<file path="src/rtl/seq_detector_param.sv">
// rtl/seq_detector_param.sv - programmable serial pattern detector with overlap/Mealy-Moore select
// Saturating match counter included; all state updates on the rising edge of clk_i.
module seq_detector_param #(
  parameter int                 PAT_W       = 4,
  parameter logic [PAT_W-1:0]   DEFAULT_PAT = 4'b1011,
  parameter int                 CNT_W       = 8
) (
  input  logic             clk_i,
  input  logic             reset_i,
  input  logic             in_i,
  input  logic             in_valid_i,
  input  logic             pat_load_i,
  input  logic [PAT_W-1:0] pat_in_i,
  input  logic             overlap_en_i,
  input  logic             moore_mode_i,
  input  logic             cnt_clr_i,
  output logic             out_o,
  output logic [CNT_W-1:0] match_cnt_o
);

  localparam int                FILL_W   = $clog2(PAT_W);
  localparam logic [FILL_W-1:0] FILL_MAX = FILL_W'(PAT_W - 1);

  logic [PAT_W-1:0] pat_q, pat_d;
  logic [PAT_W-2:0] hist_q, hist_d;
  logic [FILL_W-1:0] fill_q, fill_d;
  logic             out_q, out_d;
  logic [CNT_W-1:0] cnt_q, cnt_d;

  logic [PAT_W-1:0] window;
  logic             hit;

  // Candidate window: stored history with the current bit appended as LSB.
  assign window = {hist_q, in_i};
  assign hit    = in_valid_i & ~pat_load_i & ~reset_i &
                  (fill_q == FILL_MAX) & (window == pat_q);

  always_comb begin
    pat_d  = pat_q;
    hist_d = hist_q;
    fill_d = fill_q;
    out_d  = hit;
    cnt_d  = cnt_q;

    if (pat_load_i) begin
      pat_d  = pat_in_i;
      fill_d = '0;
    end else if (in_valid_i) begin
      hist_d = window[PAT_W-2:0];
      if (hit && !overlap_en_i) begin
        fill_d = '0;
      end else if (fill_q != FILL_MAX) begin
        fill_d = fill_q + 1'b1;
      end
    end

    if (cnt_clr_i) begin
      cnt_d = '0;
    end else if (hit && !(&cnt_q)) begin
      cnt_d = cnt_q + 1'b1;
    end
  end

  always_ff @(posedge clk_i) begin
    if (reset_i) begin
      pat_q  <= DEFAULT_PAT;
      hist_q <= '0;
      fill_q <= '0;
      out_q  <= 1'b0;
      cnt_q  <= '0;
    end else begin
      pat_q  <= pat_d;
      hist_q <= hist_d;
      fill_q <= fill_d;
      out_q  <= out_d;
      cnt_q  <= cnt_d;
    end
  end

  assign out_o       = reset_i ? 1'b0 : (moore_mode_i ? out_q : hit);
  assign match_cnt_o = cnt_q;

endmodule

</file>
<file path="config.mk">
export PLATFORM = sky130hd
export DESIGN_NAME = seq_detector_param
export DESIGN_NICKNAME = d
export VERILOG_FILES = /design/src/rtl/seq_detector_param.sv
export SDC_FILE = /design/constraint.sdc
export NUM_CORES = 1
export LEC_CHECK = 0
export BUFFER_PORTS_ARGS = -buffer_cell sky130_fd_sc_hd__buf_2
export CAP_MARGIN = 0
export CORE_UTILIZATION = 45
export CTS_CLUSTER_SIZE = 12
export DETAILED_ROUTE_END_ITERATION = 8
export GPL_TIMING_DRIVEN = 0
export PLACE_DENSITY = 0.74
export SYNTH_ARGS = -nofsm -noshare
export SYNTH_HDL_FRONTEND = slang
export SYNTH_SLANG_ARGS = --single-unit
export TNS_END_PERCENT = 50
</file>
<file path="constraint.sdc">
create_clock -name clk_i -period 3 [get_ports clk_i]
set_input_delay 0.6 -clock clk_i [delete_from_list [all_inputs] [get_ports clk_i]]
set_output_delay 0.6 -clock clk_i [all_outputs]
set_load 0.01 [all_outputs]
</file>
==> metrics.cfg, run 1 <==
[outcome]
status = complete, no violations

[critical_path]
r2r_end = match_cnt_o[5]$_SDFFE_PP0P_
crit_start = in_i
reg2reg_from = hist_q[1]$_SDFFE_PP0N_
worstSetupPathType = in -> out
path_max_fanout = 7
reg2regPathDepth = 6
start_kind = input pin
arrival_ns = 1.97
endpoint = out_o
crit_path_end_kind = primary output
rrSetupSlack_ns = 1.06
required_ns = 2.40

[place]
io_buffer_count = 19
pre_cts_ws_ns = 0.412
placed_area_sq_um = 1050
dp.cells = 136
place_congestion = 0.718
hpwl_microns = 1300

[timing]
finalHoldViolCount = 0
slew_headroom = 0.688
layout_setup_ws_ns = 0.430
fin_crit_sh = 0.857
maxSlewViolCount = 0
tns_ns = 0
timing.fmax_ghz = 0.389
rsz0062_at_grt = false
finalClockSkew_ns = 0.00251
period_minus_slack_ns = 2.57
setup_violations = 0
tightest_slew_ns = 0.466

[global_route]
grt_overflow = 0
grt_pass1_wl_microns = 2700
antenna_found_initial = 0
first_global_vias = 652
grt_use_total = 0.174
grt_max_degree = 11

[logic_synthesis]
yosysSeqAreaShare = 0.392
ys.warnings.count = 0
yosys.area.top_type_share = 0.392
netlist_area_sq_um = 920
synth_area_leaders = dfxtp_1 (39%), nor2_1 (6.5%), mux2i_1 (5.4%), xnor2_1 (4.8%), a41o_1 (4.4%)
avgSynthCellArea_sq_um = 10.0
synth_top_area_cell = dfxtp_1
synth_flop_cell = dfxtp_1
ys_async_sr_fraction = 0
synth_cell_types = 33
syn_inst = 92
syn_nets = 106
synth-seq-cells = 18
synth_enable_flop_cells = 0

[power]
sequentialPowerShare = 0.554
p_leak_nw = 0.513
combinationalPowerShare = 0.094
switchingPower_w = 0.000106
p_per_area_nw_per_um2 = 413
intPower_w = 0.000341
clkPwrFrac = 0.352
p_sw_frac = 0.237
finalPower_w = 0.000447
vdd_drop_max_mv = 0.246

[floorplanning]
start_util = 0.505
die_height_microns = 47.2
die_x_microns = 47.2
pin_count = 21
rows = 15
die-area_sq_um = 2230
core_area_sq_um = 1820

[clock_network]
post_cts_buffers = 0
numCtsBuffers = 3
cts_resized = 0
cts.clk_slew.worst_paths_ns = 0.11
cts_tree = done
cts.sinks = 18
ctsHoldBuffers = 0
cts_max_path_buffers = 2
insertion_delay_ns = 0.31
htree_num_levels = 1
cts_root_buffer = clkbuf_4

[hold_path]
hp-class = in -> reg

[job]
max-cap-violations = 0

[route]
avgRoutedWirePerCell_microns = 12.2
via_per_inst = 5.32
antenna_left = 0
route.final.wire_length_microns = 1700
dr.first_iter.drc_count = 8
vias = 745
drc = 0
dr.pass1.iters = 4

[finish]
fin_cells = 140
nNetsFinal = 130
design_area_sq_um = 1080
antenna_cells = 0
syn_to_final_growth_pct = 17.7
drive_gt1_frac = 0.330
n_fill_cell = 173

## metal layers
metal,vias to the layer above,GRT usage,wire length [microns]
met5,-,0,0
met4,0,0.0514,17
met3,2,0.0577,74
met2,19,0.333,828
li1,380,-,-
met1,344,0.178,783
## cells in the mapped netlist, types with 2 or more instances
cell	number
a211o_2	3
a21oi_1	2
a31oi_1	3
a41o_1	4
and2b_2	3
and3_1	3
buf_6	2
dfxtp_1	18
ha_1	2
mux2i_1	5
nand2_1	5
nor2_1	16
xnor2_1	5
xor2_1	2
## how the worst min path moves through the flow
stage,from,endpoint,cells after the start
after CTS,pat_in_i[0],pat_q[0]$_SDFFE_PP1P_,2
after floorplan,hist_q[2]$_SDFFE_PP0N_,hist_q[2]$_SDFFE_PP0N_,2
after global routing,pat_in_i[0],pat_q[0]$_SDFFE_PP1P_,2
final,pat_in_i[0],pat_q[0]$_SDFFE_PP1P_,2
after detailed placement,pat_q[2]$_SDFFE_PP0P_,pat_q[2]$_SDFFE_PP0P_,2
after global placement,hist_q[2]$_SDFFE_PP0N_,hist_q[2]$_SDFFE_PP0N_,2
## power by group through the flow
stage / clock network [W] / logic [W] / registers (W)
after global placement: 0 / 0.0000410 / 0.000253
after CTS: 0.000164 / 0.0000424 / 0.000248
after detailed placement: 0 / 0.0000424 / 0.000254
after floorplan: 0 / 0.0000295 / 0.000253
after global routing: 0.000173 / 0.0000465 / 0.000249
final: 0.000157 / 0.0000420 / 0.000248
## flip-flops by register name, summed over array words and instances, names as in the netlist
name and flops:
out_q 1, match_cnt_o 8, fill_q 2, hist_q 3, pat_q 4
## kinds of logic (layout without fill, tap and decap cells)
family,count (synthesis),after routing,synth area share
buffers and inverters,4,27,0.0395
xor gates and xnor gates,7,7,0.0667
and+or+nand+nor,41,41,0.283
muxes,5,5,0.0544
AOI/OAI and AO/OA,15,15,0.137
DFF,18,18,0.392
adders and majority gates,2,2,0.0272
## layout make-up
cell class,count,area (sq um),area share
Clock buffer,4,36.3,0.0335
Multi-Input combinational cell,70,523,0.483
Tap cell,25,31.3,0.0289
Timing Repair Buffer,19,95.1,0.0879
Buffer,4,36.3,0.0335
Sequential cell,18,360,0.333
## worst max-delay path: stages
cell     delay [ns]
buf_2          0.11
xor2_1         0.15
or4_4          0.53
buf_6          0.16
nor3_1         0.13
a21oi_1        0.06
nor2_1         0.09
buf_2          0.14
## metrics by stage
| stage | hold slack (ns) | util |
|---|---|---|
| after floorplan | 0.471 | - |
| after global placement | 0.495 | 0.575 |
| after detailed placement | 0.513 | 0.575 |
| after CTS | 0.479 | 0.595 |
| after global routing | 0.471 | 0.595 |
| final | 0.488 | 0.595 |
## placed cells by master (no fill, tap or decap), types with 2 or more instances in the layout
cell | synthesis | routed
buf_2 | 0 | 19
dfxtp_1 | 18 | 18
nor2_1 | 16 | 16
xnor2_1 | 5 | 5
mux2i_1 | 5 | 5
nand2_1 | 5 | 5
a41o_1 | 4 | 4
and3_1 | 3 | 3
and2b_2 | 3 | 3
a211o_2 | 3 | 3
a31oi_1 | 3 | 3
clkbuf_4 | 0 | 3
xor2_1 | 2 | 2
buf_6 | 2 | 2
a21oi_1 | 2 | 2
ha_1 | 2 | 2
(Power assumes the default switching activity.)
==> run 2: changes to the inputs <==
Settings changed: GPL_TIMING_DRIVEN 0 to not set, PLACE_DENSITY 0.74 to 0.66.
Clock period 3 ns to 2.55 ns, I/O delays scaled along.
==> metrics.cfg, run 2 (synthesis results as in run 1) <==
[timing]
setup_violations = 0  ; unchanged
tightest_slew_ns = 0.362  ; -0.104 ns
tns_ns = 0  ; unchanged
timing.fmax_ghz = 0.428
fin_crit_sh = 0.915
holdWs_ns = 0.419  ; -0.0686 ns
period_minus_slack_ns = 2.33
maxSlewViolCount = 0  ; unchanged
finalHoldViolCount = 0  ; unchanged
rsz0062_at_grt = false
slew_headroom = 0.755  ; +0.0677
finalClockSkew_ns = 0.00910  ; +0.00659 ns

[finish]
largest_reg_flops = 8  ; unchanged
drive_gt1_frac = 0.327  ; -0.00300
nNetsFinal = 128  ; -1.5%
final_common_cell = buf_2
mostFrequentLayoutCells = buf_2 (20), dfxtp_1 (18), nor2_1 (16)
syn_to_final_growth_pct = 15.1
antenna_cells = 0  ; unchanged

[critical_path]
reg2regPathDepth = 5  ; -1
crit_start = hist_q[1]$_SDFFE_PP0N_
path_max_fanout = 7  ; unchanged
reg2reg_from = hist_q[1]$_SDFFE_PP0N_
worstSetupPathType = reg -> out
endpoint = out_o
arrival_ns = 1.82  ; -0.15 ns
crit_path_end_kind = primary output
start_kind = register
r2r_end = match_cnt_o[5]$_SDFFE_PP0P_
required_ns = 2.04  ; -0.36 ns
rrSetupSlack_ns = 0.65  ; -0.41 ns

[clock_network]
cts_max_path_buffers = 2  ; unchanged
insertion_delay_ns = 0.30  ; about the same
cts.clk_slew.worst_paths_ns = 0.11  ; about the same
htree_num_levels = 1  ; unchanged
numCtsBuffers = 3  ; unchanged
cts_tree = done
post_cts_buffers = 0  ; unchanged
cts.sinks = 18  ; unchanged
ctsHoldBuffers = 0  ; unchanged
cts_root_buffer = clkbuf_4
cts_resized = 0  ; unchanged

[floorplanning]
die_x_microns = 47.2  ; unchanged
rows = 15  ; unchanged
pin_count = 21  ; unchanged
core_area_sq_um = 1820  ; unchanged
die_height_microns = 47.2  ; unchanged
start_util = 0.505  ; unchanged
die-area_sq_um = 2230  ; unchanged

[global_route]
antenna_found_initial = 0  ; unchanged
grt_overflow = 0  ; unchanged
grt_max_degree = 13  ; +2
first_global_vias = 598  ; -8.3%
grt_use_total = 0.171  ; -0.00354
grt_pass1_wl_microns = 2620  ; -3.3%

[route]
via_per_inst = 5.22  ; -1.8%
vias = 721  ; -3.2%
dr.first_iter.drc_count = 17  ; +9
antenna_left = 0  ; unchanged
avgRoutedWirePerCell_microns = 11.9  ; -2.2%
drc = 0  ; unchanged
route.final.wire_length_microns = 1640  ; -3.6%
dr.pass1.iters = 4  ; unchanged

[job]
max-cap-violations = 0  ; unchanged

[place]
io_buffer_count = 20  ; +1
hpwl_microns = 1250  ; -3.4%
place_congestion = 0.737  ; +2.6%

[hold_path]
hp-class = in -> reg

[power]
p_leak_nw = 0.503  ; -2.0%
p_per_area_nw_per_um2 = 484  ; +17%
vdd_drop_max_mv = 0.338  ; +38%

[outcome]
status = complete, no violations

## run 2: stage by stage
step / instances / util / setup slack [ns] / area [sq um] / power, W
floorplan: 92 / - / 0.299 / 920 / 0.000332
global placement: 134 / 0.562 / 0.236 / 1020 / 0.000342
detailed placement: 134 / 0.562 / 0.211 / 1020 / 0.000343
CTS: 138 / 0.581 / 0.195 / 1060 / 0.000521
global route: 138 / 0.581 / 0.131 / 1060 / 0.000533
finish: 138 / 0.581 / 0.216 / 1060 / 0.000512
## run 2: cell type report
class,instances,area [sq um]
Tap cell,25,31.3
Sequential cell,18,360
Multi-Input combinational cell,70,523
Clock buffer,4,36.3
Timing Repair Buffer,21,108
Fill cell,186,762
## run 2: metal layers
layer,vias up,share of wire,GRT usage
li1,373,-,-
met1,327,0.52,0.245
met2,19,0.43,0.242
met3,2,0.042,0.0231
met4,0,0.0073,0.103
met5,-,0,0
## run 2: where the power goes
group	switching, W	internal, W	leakage (nW)
sequential	0.00000455	0.000287	0.146
clock	0.0000891	0.0000870	0.0210
combinational	0.0000213	0.0000229	0.335
## run 2: worst min-delay path by stage
stage	startpoint	endpoint	slack, ns	cells past startpoint
finish	pat_in_i[0]	pat_q[0]$_SDFFE_PP1P_	0.42	2
global route	pat_in_i[0]	pat_q[0]$_SDFFE_PP1P_	0.41	2
CTS	pat_in_i[0]	pat_q[0]$_SDFFE_PP1P_	0.41	2
detailed placement	hist_q[2]$_SDFFE_PP0N_	hist_q[2]$_SDFFE_PP0N_	0.50	2
global placement	hist_q[2]$_SDFFE_PP0N_	hist_q[2]$_SDFFE_PP0N_	0.50	2
floorplan	hist_q[2]$_SDFFE_PP0N_	hist_q[2]$_SDFFE_PP0N_	0.47	2
## run 2: critical path, cell delays in order, from the launching register on
cell and delay (ns):
dfxtp_1 0.35, xor2_1 0.16, or4_4 0.59, nor3_1 0.16, a21oi_1 0.06, nor2_1 0.07
buf_2 0.13
==> run 3: changes to the inputs <==
Settings changed: PLACE_DENSITY 0.66 to 0.68.
==> metrics.cfg, run 3 (synthesis results as in run 1) <==
[outcome]
status = complete, no violations

[floorplanning]
rows = 15  ; unchanged
pin_count = 21  ; unchanged
start_util = 0.505  ; unchanged
die-area_sq_um = 2230  ; unchanged
core_area_sq_um = 1820  ; unchanged
die_height_microns = 47.2  ; unchanged
die_x_microns = 47.2  ; unchanged

[route]
dr.first_iter.drc_count = 21  ; +4
drc = 0  ; unchanged
avgRoutedWirePerCell_microns = 11.5  ; -3.7%
antenna_left = 0  ; unchanged
route.final.wire_length_microns = 1570  ; -4.4%
vias = 724  ; +0.42%
dr.pass1.iters = 4  ; unchanged
via_per_inst = 5.28  ; +1.1%

[clock_network]
numCtsBuffers = 3  ; unchanged
insertion_delay_ns = 0.29  ; about the same
cts.sinks = 18  ; unchanged
post_cts_buffers = 0  ; unchanged
cts_root_buffer = clkbuf_4
cts_max_path_buffers = 2  ; unchanged
cts_resized = 0  ; unchanged
cts.clk_slew.worst_paths_ns = 0.09  ; -0.02 ns
cts_tree = done
htree_num_levels = 1  ; unchanged
ctsHoldBuffers = 0  ; unchanged

[hold_path]
hold_depth = 2  ; unchanged
hp-class = in -> reg
hold_start = pat_in_i[0]
hold_end = pat_q[0]$_SDFFE_PP1P_

[timing]
rsz0062_at_grt = false
period_minus_slack_ns = 2.34  ; +0.00721 ns
fin_crit_sh = 0.918  ; +0.00283
finalClockSkew_ns = 0.00999  ; +0.000889 ns
setup_violations = 0  ; unchanged
slew_headroom = 0.764  ; +0.00881
timing.fmax_ghz = 0.427  ; -0.31%
finalHoldViolCount = 0  ; unchanged
tns_ns = 0  ; unchanged
maxSlewViolCount = 0  ; unchanged
tightest_slew_ns = 0.349  ; -0.0130 ns

[critical_path]
start_kind = input pin
path_max_fanout = 9  ; +2
crit_path_end_kind = primary output
rrSetupSlack_ns = 0.67  ; +0.02 ns
r2r_end = match_cnt_o[5]$_SDFFE_PP0P_
reg2reg_from = hist_q[1]$_SDFFE_PP0N_
reg2regPathDepth = 5  ; unchanged
arrival_ns = 1.83  ; about the same
required_ns = 2.04  ; about the same
worstSetupPathType = in -> out

[power]
switchingPower_w = 0.000107  ; -6.7%
p_leak_nw = 0.495  ; -1.4%
p_per_area_nw_per_um2 = 452  ; -6.6%
sequentialPowerShare = 0.617  ; +0.047
p_sw_frac = 0.227  ; +0.00260
combinationalPowerShare = 0.094  ; +0.008
vdd_drop_max_mv = 0.364  ; +7.7%
intPower_w = 0.000365  ; -8.1%
clkPwrFrac = 0.288  ; -0.056

[finish]
nNetsFinal = 128  ; unchanged
largest_reg_flops = 8  ; unchanged
antenna_cells = 0  ; unchanged
final_common_cell = buf_2
mostFrequentLayoutCells = buf_2 (20), dfxtp_1 (18), nor2_1 (16)
n_fill_cell = 176  ; -5.4%
drive_gt1_frac = 0.321  ; -0.00601
final_util = 0.574  ; -0.00756
syn_to_final_growth_pct = 13.6

[place]
place_congestion = 0.726  ; -1.5%
hpwl_microns = 1200  ; -4.3%
io_buffer_count = 20  ; unchanged

[global_route]
first_global_vias = 547  ; -8.5%
grt_overflow = 0  ; unchanged
grt_use_total = 0.157  ; -0.0142
antenna_found_initial = 0  ; unchanged
grt_pass1_wl_microns = 2400  ; -8.2%
grt_max_degree = 13  ; unchanged

[job]
max-cap-violations = 0  ; unchanged

run 3: cell count changes in the layout (fill, tap and decap cells not counted), sizes merged:
cell    change
clkbuf      -1
run 3: area by class of cell:
class                      count  area, sq um  share of cell area
multi-input combinational     70          523               0.501
sequential                    18          360               0.345
tap                           25         31.3              0.0299
clock buffer                   3         22.5              0.0216
timing repair buffer          21          108               0.103
run 3: worst max path at each step:
| stage | start | to | slack [ns] | depth (start not counted) |
|---|---|---|---|---|
| 2_1_floorplan | pat_load_i | out_o | 0.30 | 7 |
| 3_3_place_gp | pat_load_i | out_o | 0.24 | 7 |
| 3_5_place_dp | pat_load_i | out_o | 0.21 | 7 |
| 4_1_cts | pat_load_i | out_o | 0.21 | 7 |
| 5_1_grt | hist_q[1]$_SDFFE_PP0N_ | out_o | 0.15 | 6 |
| 6_report | pat_load_i | out_o | 0.21 | 7 |
run 3: power groups by stage:
stage	combinational (W)	clock (W)	sequential, W
after global placement	0.0000435	0	0.000298
after floorplan	0.0000347	0	0.000297
after detailed placement	0.0000450	0	0.000298
after CTS	0.0000452	0.000141	0.000292
after global routing	0.0000495	0.000154	0.000293
final	0.0000445	0.000136	0.000292
run 3: worst max-delay path: stages:
cell and delay [ns]:
buf_2 0.15, nand2b_4 0.17, or4_4 0.56, nor3_1 0.16, a21oi_1 0.06, nor2_1 0.08
buf_2 0.13
run 3: layer usage:
layer / track usage / part of all wire
met2: 0.228 / 0.42
met4: 0.103 / 0.024
met1: 0.214 / 0.52
met3: 0.0231 / 0.036
met5: 0 / 0
run 3: per-stage QoR:
stage / setup WS, ns / hold WS (ns) / power (W) / cells / area (sq um)
3_3_place_gp: 0.237 / 0.497 / 0.000342 / 134 / 1020
6_report: 0.209 / 0.431 / 0.000472 / 137 / 1040
2_1_floorplan: 0.299 / 0.471 / 0.000332 / 92 / 920
4_1_cts: 0.210 / 0.426 / 0.000478 / 137 / 1040
3_5_place_dp: 0.212 / 0.501 / 0.000343 / 134 / 1020
5_1_grt: 0.147 / 0.421 / 0.000497 / 137 / 1040
